`config.mk`:
```
export PLATFORM = sky130hd
export DESIGN_NAME = ecc_decode_stream
export DESIGN_NICKNAME = d
export VERILOG_FILES = /design/src/rtl/ecc_pkg.sv /design/src/rtl/ecc_syndrome.sv /design/src/rtl/ecc_decode_stream.sv
export SDC_FILE = /design/constraint.sdc
export NUM_CORES = 1
export LEC_CHECK = 0
export ABC_AREA = 1
export BUFFER_PORTS_ARGS = -buffer_cell sky130_fd_sc_hd__buf_4
export CORE_ASPECT_RATIO = 1.1
export CORE_UTILIZATION = 50
export DETAILED_ROUTE_END_ITERATION = 12
export PLACE_DENSITY_LB_ADDON = 0.3
export REMOVE_ABC_BUFFERS = 1
export SYNTH_ARGS = -nofsm -noshare
export SYNTH_HDL_FRONTEND = slang
export SYNTH_SLANG_ARGS = --single-unit
```
`constraint.sdc`:
```
create_clock -name clk_i -period 4.1 [get_ports clk_i]
set_input_delay 1.23 -clock clk_i [delete_from_list [all_inputs] [get_ports clk_i]]
set_output_delay 1.23 -clock clk_i [all_outputs]
set_load 0.02 [all_outputs]
```
`src/rtl/ecc_pkg.sv`:
```
// Shared SECDED helpers: code geometry, position classification, decode status.
package ecc_pkg;

    typedef enum logic [1:0] {
        EccOk,
        EccSingle,
        EccDouble
    } ecc_status_e;

    // Smallest P with 2^P >= data_width + P + 1 (Hamming bound).
    function automatic int unsigned get_parity_width(input int unsigned data_width);
        for (int unsigned p = 1; p < 31; p++) begin
            if ((32'd1 << p) >= data_width + p + 32'd1) begin
                return p;
            end
        end
        return 31;
    endfunction

    // Code word width excluding the overall parity bit.
    function automatic int unsigned get_cw_width(input int unsigned data_width);
        return data_width + get_parity_width(data_width);
    endfunction

    // Power-of-two Hamming positions carry check bits, all others carry data.
    function automatic logic is_pow2(input int value);
        return (value > 0) && ((value & (value - 1)) == 0);
    endfunction

endpackage

```
`src/rtl/ecc_syndrome.sv`:
```
// Combinational SECDED syndrome and overall-parity generator.
module ecc_syndrome
    import ecc_pkg::*;
#(
    parameter int unsigned DataWidth = 64,
    localparam int unsigned P  = get_parity_width(DataWidth),
    localparam int unsigned CW = get_cw_width(DataWidth)
) (
    input  logic [CW-1:0] code_word,
    input  logic          parity,
    output logic [P-1:0]  syndrome,
    output logic          overall
);

    // Syndrome bit i covers every Hamming position whose index has bit i set.
    always_comb begin
        syndrome = '0;
        for (int unsigned i = 0; i < P; i++) begin
            for (int unsigned j = 1; j <= CW; j++) begin
                if (((j >> i) & 32'd1) != 32'd0) begin
                    syndrome[i] = syndrome[i] ^ code_word[j-1];
                end
            end
        end
    end

    // Parity across the whole received word including the overall bit.
    assign overall = ^{parity, code_word};

endmodule

```
`src/rtl/ecc_decode_stream.sv`:
```
// Two-stage streaming SECDED decoder with saturating error counters and sticky syndrome capture.
module ecc_decode_stream
    import ecc_pkg::*;
#(
    parameter int unsigned DataWidth = 64,
    parameter int unsigned CntWidth  = 16,
    localparam int unsigned P  = get_parity_width(DataWidth),
    localparam int unsigned CW = get_cw_width(DataWidth)
) (
    input  logic                 clk_i,
    input  logic                 rst_ni,
    input  logic                 in_valid_i,
    output logic                 in_ready_o,
    input  logic [CW:0]          in_data_i,
    output logic                 out_valid_o,
    input  logic                 out_ready_i,
    output logic [DataWidth-1:0] out_data_o,
    output logic                 out_single_o,
    output logic                 out_double_o,
    input  logic                 clear_i,
    output logic [CntWidth-1:0]  single_cnt_o,
    output logic [CntWidth-1:0]  double_cnt_o,
    output logic                 err_valid_o,
    output logic [P-1:0]         err_syndrome_o
);

    localparam logic [CntWidth-1:0] CntMax = {CntWidth{1'b1}};

    logic                 s1_valid;
    logic [CW-1:0]        s1_cw;
    logic [P-1:0]         s1_syn;
    logic                 s1_par;
    logic [P-1:0]         s2_syn;
    logic                 s2_ready;
    logic [P-1:0]         syn_c;
    logic                 par_c;
    ecc_status_e          status_c;
    logic                 flip_c;
    logic [CW-1:0]        cw_fix_c;
    logic [DataWidth-1:0] data_c;
    logic                 out_hs;
    logic                 single_hs;
    logic                 double_hs;
    logic                 err_hs;

    assign s2_ready   = !out_valid_o || out_ready_i;
    assign in_ready_o = !s1_valid || s2_ready;

    ecc_syndrome #(
        .DataWidth(DataWidth)
    ) u_syndrome (
        .code_word(in_data_i[CW-1:0]),
        .parity   (in_data_i[CW]),
        .syndrome (syn_c),
        .overall  (par_c)
    );

    // Classify the stage-1 word and flip the located bit for a correctable error.
    always_comb begin
        status_c = EccOk;
        flip_c   = 1'b0;
        cw_fix_c = s1_cw;
        if (s1_par) begin
            if (s1_syn == '0) begin
                status_c = EccSingle;
            end else if (32'(s1_syn) <= CW) begin
                status_c = EccSingle;
                flip_c   = 1'b1;
            end else begin
                status_c = EccDouble;
            end
        end else if (s1_syn != '0) begin
            status_c = EccDouble;
        end
        for (int unsigned k = 0; k < CW; k++) begin
            if (flip_c && (s1_syn == P'(k + 1))) begin
                cw_fix_c[k] = !cw_fix_c[k];
            end
        end
    end

    // Gather data bits from the non-power-of-two positions in ascending order.
    always_comb begin : extract_blk
        int unsigned idx;
        idx    = 0;
        data_c = '0;
        for (int k = 1; k <= int'(CW); k++) begin
            if (!is_pow2(k)) begin
                data_c[idx] = cw_fix_c[k-1];
                idx         = idx + 1;
            end
        end
    end

    // Stage 1: capture code word, syndrome and overall parity on an input handshake.
    always_ff @(posedge clk_i or negedge rst_ni) begin
        if (!rst_ni) begin
            s1_valid <= 1'b0;
            s1_cw    <= '0;
            s1_syn   <= '0;
            s1_par   <= 1'b0;
        end else if (in_ready_o) begin
            s1_valid <= in_valid_i;
            if (in_valid_i) begin
                s1_cw  <= in_data_i[CW-1:0];
                s1_syn <= syn_c;
                s1_par <= par_c;
            end
        end
    end

    // Stage 2: corrected data and flags, held while the consumer stalls.
    always_ff @(posedge clk_i or negedge rst_ni) begin
        if (!rst_ni) begin
            out_valid_o  <= 1'b0;
            out_data_o   <= '0;
            out_single_o <= 1'b0;
            out_double_o <= 1'b0;
            s2_syn       <= '0;
        end else if (s2_ready) begin
            out_valid_o <= s1_valid;
            if (s1_valid) begin
                out_data_o   <= data_c;
                out_single_o <= (status_c == EccSingle);
                out_double_o <= (status_c == EccDouble);
                s2_syn       <= s1_syn;
            end
        end
    end

    assign out_hs    = out_valid_o && out_ready_i;
    assign single_hs = out_hs && out_single_o;
    assign double_hs = out_hs && out_double_o;
    assign err_hs    = single_hs || double_hs;

    // Saturating per-flag counters, advanced when a word leaves the decoder.
    always_ff @(posedge clk_i or negedge rst_ni) begin
        if (!rst_ni) begin
            single_cnt_o <= '0;
            double_cnt_o <= '0;
        end else if (clear_i) begin
            single_cnt_o <= CntWidth'(single_hs);
            double_cnt_o <= CntWidth'(double_hs);
        end else begin
            if (single_hs && (single_cnt_o != CntMax)) begin
                single_cnt_o <= single_cnt_o + CntWidth'(1);
            end
            if (double_hs && (double_cnt_o != CntMax)) begin
                double_cnt_o <= double_cnt_o + CntWidth'(1);
            end
        end
    end

    // Sticky capture of the first erroneous word's syndrome since reset or clear.
    always_ff @(posedge clk_i or negedge rst_ni) begin
        if (!rst_ni) begin
            err_valid_o    <= 1'b0;
            err_syndrome_o <= '0;
        end else if (clear_i) begin
            err_valid_o    <= err_hs;
            err_syndrome_o <= err_hs ? s2_syn : '0;
        end else if (err_hs && !err_valid_o) begin
            err_valid_o    <= 1'b1;
            err_syndrome_o <= s2_syn;
        end
    end

endmodule

```
### Word level (Yosys, flattened, before mapping)

Index checks and enable logic that the tools add are counted.

| storage, ports and cells | value |
|---|---|
| register bits after elaboration | 194 |
| output and inout bits | 108 |
| word-level logic and storage cells | 517 |

| operators by class | value |
|---|---|
| add/sub/neg operators | 2 |
| magnitude comparators | 1 |
| equality and inequality tests | 68 |
| mux-type cells | 80 |
| bitwise logic cells | 205 |
| reduce and logical (&&, ||, !) cells | 148 |

Operator list:

| operator | number |
|---|---|
| 7-bit by 6-bit == test with 1-bit output (second input constant) | 31 |
| 1-bit bitwise XOR | 205 |
| 7-bit by 5-bit == test with 1-bit output (second input constant) | 15 |
| 72-bit XOR reduction | 1 |
| 1-bit logical AND | 70 |
| 1-bit 2-to-1 mux | 69 |
| 1-bit zero test | 67 |
| 16-bit 2-to-1 mux | 4 |
| 7-bit by 4-bit == test with 1-bit output (second input constant) | 7 |
| 7-bit == test (second input constant) | 7 |
| 16-bit by 1-bit adder with 16-bit output (second input constant) | 2 |
| 16-bit != test (second input constant) | 2 |
| 7-bit by 3-bit == test with 1-bit output (second input constant) | 3 |
| 7-bit 2-to-1 mux | 3 |
| 2-bit 2-to-1 mux | 4 |
| 7-bit by 2-bit == test with 1-bit output (second input constant) | 1 |
| 7-bit less-or-equal comparator (second input constant) | 1 |
| 7-bit zero test | 1 |
| 7-bit nonzero test | 1 |
| 2-bit nonzero test | 3 |
| 2-bit AND reduction | 2 |
| 1-bit logical OR | 3 |
| 2-bit by 1-bit == test with 1-bit output (second input constant) | 1 |
| 2-bit == test (second input constant) | 1 |

### Logic depth before layout (Yosys ltp)

| logic depth | value |
|---|---|
| word-level depth | 35 |
| mapped depth | 18 |

### Modules after synthesis

Synthesis repeated with hierarchy kept, for this count alone.

| second synthesis, totals | value |
|---|---|
| cell total of the unflattened synthesis | 1828 |
| area total of the unflattened synthesis | 12346.8 sq um |

Modules (own cells, without submodules):

| module | instances | cells each | area each (sq um) | seq. area each (sq um) |
|---|---|---|---|---|
| ecc_decode_stream | 1 | 1254 | 9410.3 | 4679.5 |
| ecc_syndrome | 1 | 574 | 2936.6 | 0.0 |

### Least setup slack after synthesis

Ideal clock, no wire load.

| timing | value |
|---|---|
| path type | in2out |
| start | in out_ready_i |
| end | out in_ready_o |
| arrival time | 1.483 ns |
| data required time | 2.870 ns |
| setup slack | 1.387 ns |
| stages on the path | 2 |
| cell sequence | inv_1 nand3_1 |

| between the ends | value |
|---|---|
| word-level cells in the longest chain between the ends | 2 |

Ends and longest elaborated chain:

| element | RTL line | text |
|---|---|---|
| start: declaration | ecc_decode_stream.sv:16 | `input logic out_ready_i,` |
| 1-bit logical OR | ecc_decode_stream.sv:46 | `assign s2_ready = !out_valid_o \|\| out_ready_i;` |
| 1-bit logical OR | ecc_decode_stream.sv:47 | `assign in_ready_o = !s1_valid \|\| s2_ready;` |
| end: declaration | ecc_decode_stream.sv:13 | `output logic in_ready_o,` |

Every way passes these cells.

### Worst setup path in the final report

Ends and elaborated chain as after synthesis.

==> summary.md <==
| Metric | Value |
|---|---|
| Run status | complete, no violations |
| Mux contribution to synthesized area | 0.000978 |
| Adder-Cell Fraction of Synth Area | 0.00217 |
| Crit-path leading delay family | buffers and inverters |
| Post-route setup TNS | 0 ns |
| Pin count of the biggest net entering global routing | 104 |
| DRT antenna net count | 0 |
| Post-route fraction of the period consumed by the critical path | 0.720 |
| CP arrival | roughly 1.7 ns |
| Number of clock buffers inserted by TritonCTS | 17 |
| Root Buffer | clkbuf_16 |
| IO buf count | 184 |
| Global-route wire length before repair | 51.1 mm |
| Via Count | 10.6k |
| Static leakage | 6.97 nW |
| Antenna violations before repair | 2 |
| Mean area per synthesized cell | 7.36 µm² |
| Final wirelength | 32.1 mm |
| Number of levels in the clock H-tree | 4 |
| Worst Clk Skew | 0.0136 ns |
| Clock latency reported for the late side of the worst-skew pair | 0.45 ns |
| Area fraction in and, or, nand and nor cells after synthesis | 0.293 |
| Hold buffers post-CTS | 0 |
| Kind of end point of the critical path | output pin |
| Drt first pass iters | 6 |
| Net count reported at finish | 1800 |
| Power density over the cells | 500 nW/µm² |
| Top library cells by usage in the layout, fill and taps aside | nand2_1 (585), buf_4 (191), dfrtp_1 (187) |
| Area overhead of the layout relative to synthesis | 19.1% |
| TritonCTS clock tree | done |
| Worst hold-check slack | 0.486 ns |
| Starting density of the core | 0.516 |
| Launching element type of the critical path | input port |
| Slew of the pin with the lowest slew margin | 1.17 ns |
| Cells along the critical path | buf_4, inv_1, nand3_1, buf_4 |
| Y dimension of the die | 161 µm |
| Number of storage elements in the synthesis netlist | 187 |
| Combinational family with the most area after synthesis | simple AND/OR/NAND/NOR gates |
| Category of the critical setup timing path | input port to output pin |
| Leading cell types by total area after synthesis | dfrtp_1 (41%), nand2_1 (19%), xor2_1 (9.0%) |
| Routability congestion estimate from global placement | 0.944 |
| Clock sink count | 187 |
| Number of post-CTS setup repair buffers | 0 |
| Top Usage Layer GRT | met2 |
| Synth Instances | approximately 1.6k |
| Final core occ | 0.615 |
| Die outline area | 23600 µm² |
| Number of different library cells in the post-synthesis netlist | 46 |
| Post-synth top area share | 0.406 |
| Grt ovf | 0 |
| Post_cts resized | 0 |
| Max Cap Violations | 0 |
| Width of the chip | 147 µm |
| Met2 Track Usage GR | 0.442 |
| Buffer depth of the longest clock path | 2 |
| Core box area | 22300 µm² |
| Sum of internal, switching and leakage power | 0.00687 W |
| DPL Wire Length | 24.5 mm |
| Drt via density | 5.20 |
| RSZ-0062 raised after global routing | false |
| Rows | 57 |
| Count of routing violations after the opening detailed-route iteration | 757 |
| Ports placed on the boundary | 185 |
| Cell with the largest stage delay on the worst path | buf_4 |
| Sequential fraction of the synthesis area | 0.406 |
| Count of endpoints failing setup in the final report | 0 |
| Met3 routing resource usage after global routing | 0.0449 |
| Share of flip-flops with an asynchronous set or reset after synthesis | 1.00 |
| Total routing resource utilization after global routing | 0.279 |
| Most common library cell in the layout ignoring fill and taps | nand2_1 |
| Cell type contributing the most total cell area after synthesis | dfrtp_1 |
| Final Critical Period | 2.95 ns |
| Netlist Area Pre-Place | approximately 12000 µm² |
| Relative slew slack | 0.215 |
| Footprint of the multi-input gates | 6020 µm² |
| Largest incremental delay on the critical path | around 0.19 ns |
| Via count of the first global-routing pass | 9878 |
| Routed wirelength normalized by instance count | 15.8 µm |
| DRC violations left | 0 |
| # placed instances | 1997 |
| Classification of the worst-slack hold path | register to register |
| Clock transition at the registers of the reported paths | 0.07 ns |
| Finished Layout Cells | 2031 |
| Number of flops mapped to enable cells by yosys | 0 |
| Largest fanout of any net on the critical path | 3 |
| Final number of max-transition violations | 0 |
| Synthesized-area fraction occupied by xor and xnor cells | 0.156 |
| Storage element area | 4680 µm² |
| Peak ir drop on the vdd network | 0.270 mV |
| Dominant synthesized flop cell | dfrtp_1 |
| Highest attainable clock frequency | approximately 340 MHz |
| Slack of the worst reg-to-reg path | 1.77 ns |
| Cell occurring most often along the worst timing path | buf_4 |
| Compound-cell area share of the yosys netlist | 0.0701 |
| Fill cell count | 1985 |
| Number of buffers and inverters on the critical path | 3 |
| GRT met1 Usage | 0.368 |
| Required time at the worst-slack endpoint | 2.87 ns |
| Final-report hold violation count | 0 |
| Fraction of final layout cells sized beyond drive strength 1 | 0.153 |
| Number of warnings reported in the yosys synthesis log | 0 |
-- cell type report --
cell class                      instances  share of cell area
Antenna cell                            2            0.000365
Multi-Input combinational cell       1166               0.439
Clock inverter                         14              0.0102
Clock buffer                           18              0.0320
Timing Repair Buffer                  194               0.108
Sequential cell                       187               0.341
Inverter                              155              0.0426
Tap cell                              295              0.0269
-- cell usage after synthesis (11+ instances only) --
library cell and count:
clkbuf_1 36, buf_2 17, nor3_1 11, nor3_2 15, a21oi_1 17, nand3_1 91, xor2_1 119, o21ai_0 80
nand2_1 587, nor2_1 78, inv_1 150, xnor2_1 75, dfrtp_1 187, o21ai_1 45
-- final timing paths --
path	startpoint	to	depth (start not counted)
max	out_ready_i	in_ready_o	4
min	s2_syn[2]	s2_syn[2]	2
max reg2reg	s1_syn[4]	out_data_o[13]	5
min reg2reg	s2_syn[2]	s2_syn[2]	2
max in group asynchronous	rst_ni	s1_syn[0]	2
min in group asynchronous	rst_ni	single_cnt_o[7]	1
-- cells by family after synthesis --
logic type	after synthesis
xor+xnor	200
simple gates	809
compound gates	154
flops	187
fa+ha+maj	2
buf+inv	212
mux	1
-- per-layer routing --
metal / share of wire / up-vias / wire, µm
met2: 0.46 / 438 / 14800
met1: 0.42 / 4890 / 13600
met3: 0.069 / 84 / 2220
li1: - / 5152 / -
met5: 0 / - / 0
met4: 0.044 / 0 / 1420
-- tightest hold or removal path, cell delays in order (launching register included) --
cell	delay (ns)
dfrtp_1	0.34
nand2_1	0.05
o21ai_0	0.06
-- power by group --
| group | internal, W | switching [W] | total, W | leakage (nW) |
|---|---|---|---|---|
| clock network | 0.000834 | 0.000806 | 0.00164 | 0.289 |
| logic | 0.000948 | 0.00169 | 0.00264 | 4.32 |
| registers | 0.00226 | 0.000332 | 0.00259 | 2.37 |
| total | 0.00404 | 0.00283 | 0.00687 | 6.97 |
-- stage by stage --
step | area [µm²] | worst slack (ns)
after CTS | 13700 | 1.15
final | 13700 | 1.15
after global placement | 13100 | 1.17
after detailed placement | 13100 | 1.16
after global routing | 13700 | 1.11
after floorplan | 11300 | -0.844
-- registers in the layout (all words and copies together) (netlist names), 7 cells and up --
signal	flops
double_cnt_o	16
err_syndrome_o	7
out_data_o	64
s2_syn	7
s1_cw	64
single_cnt_o	16
s1_syn	7
No activity file was read; power rests on OpenSTA's default activity.
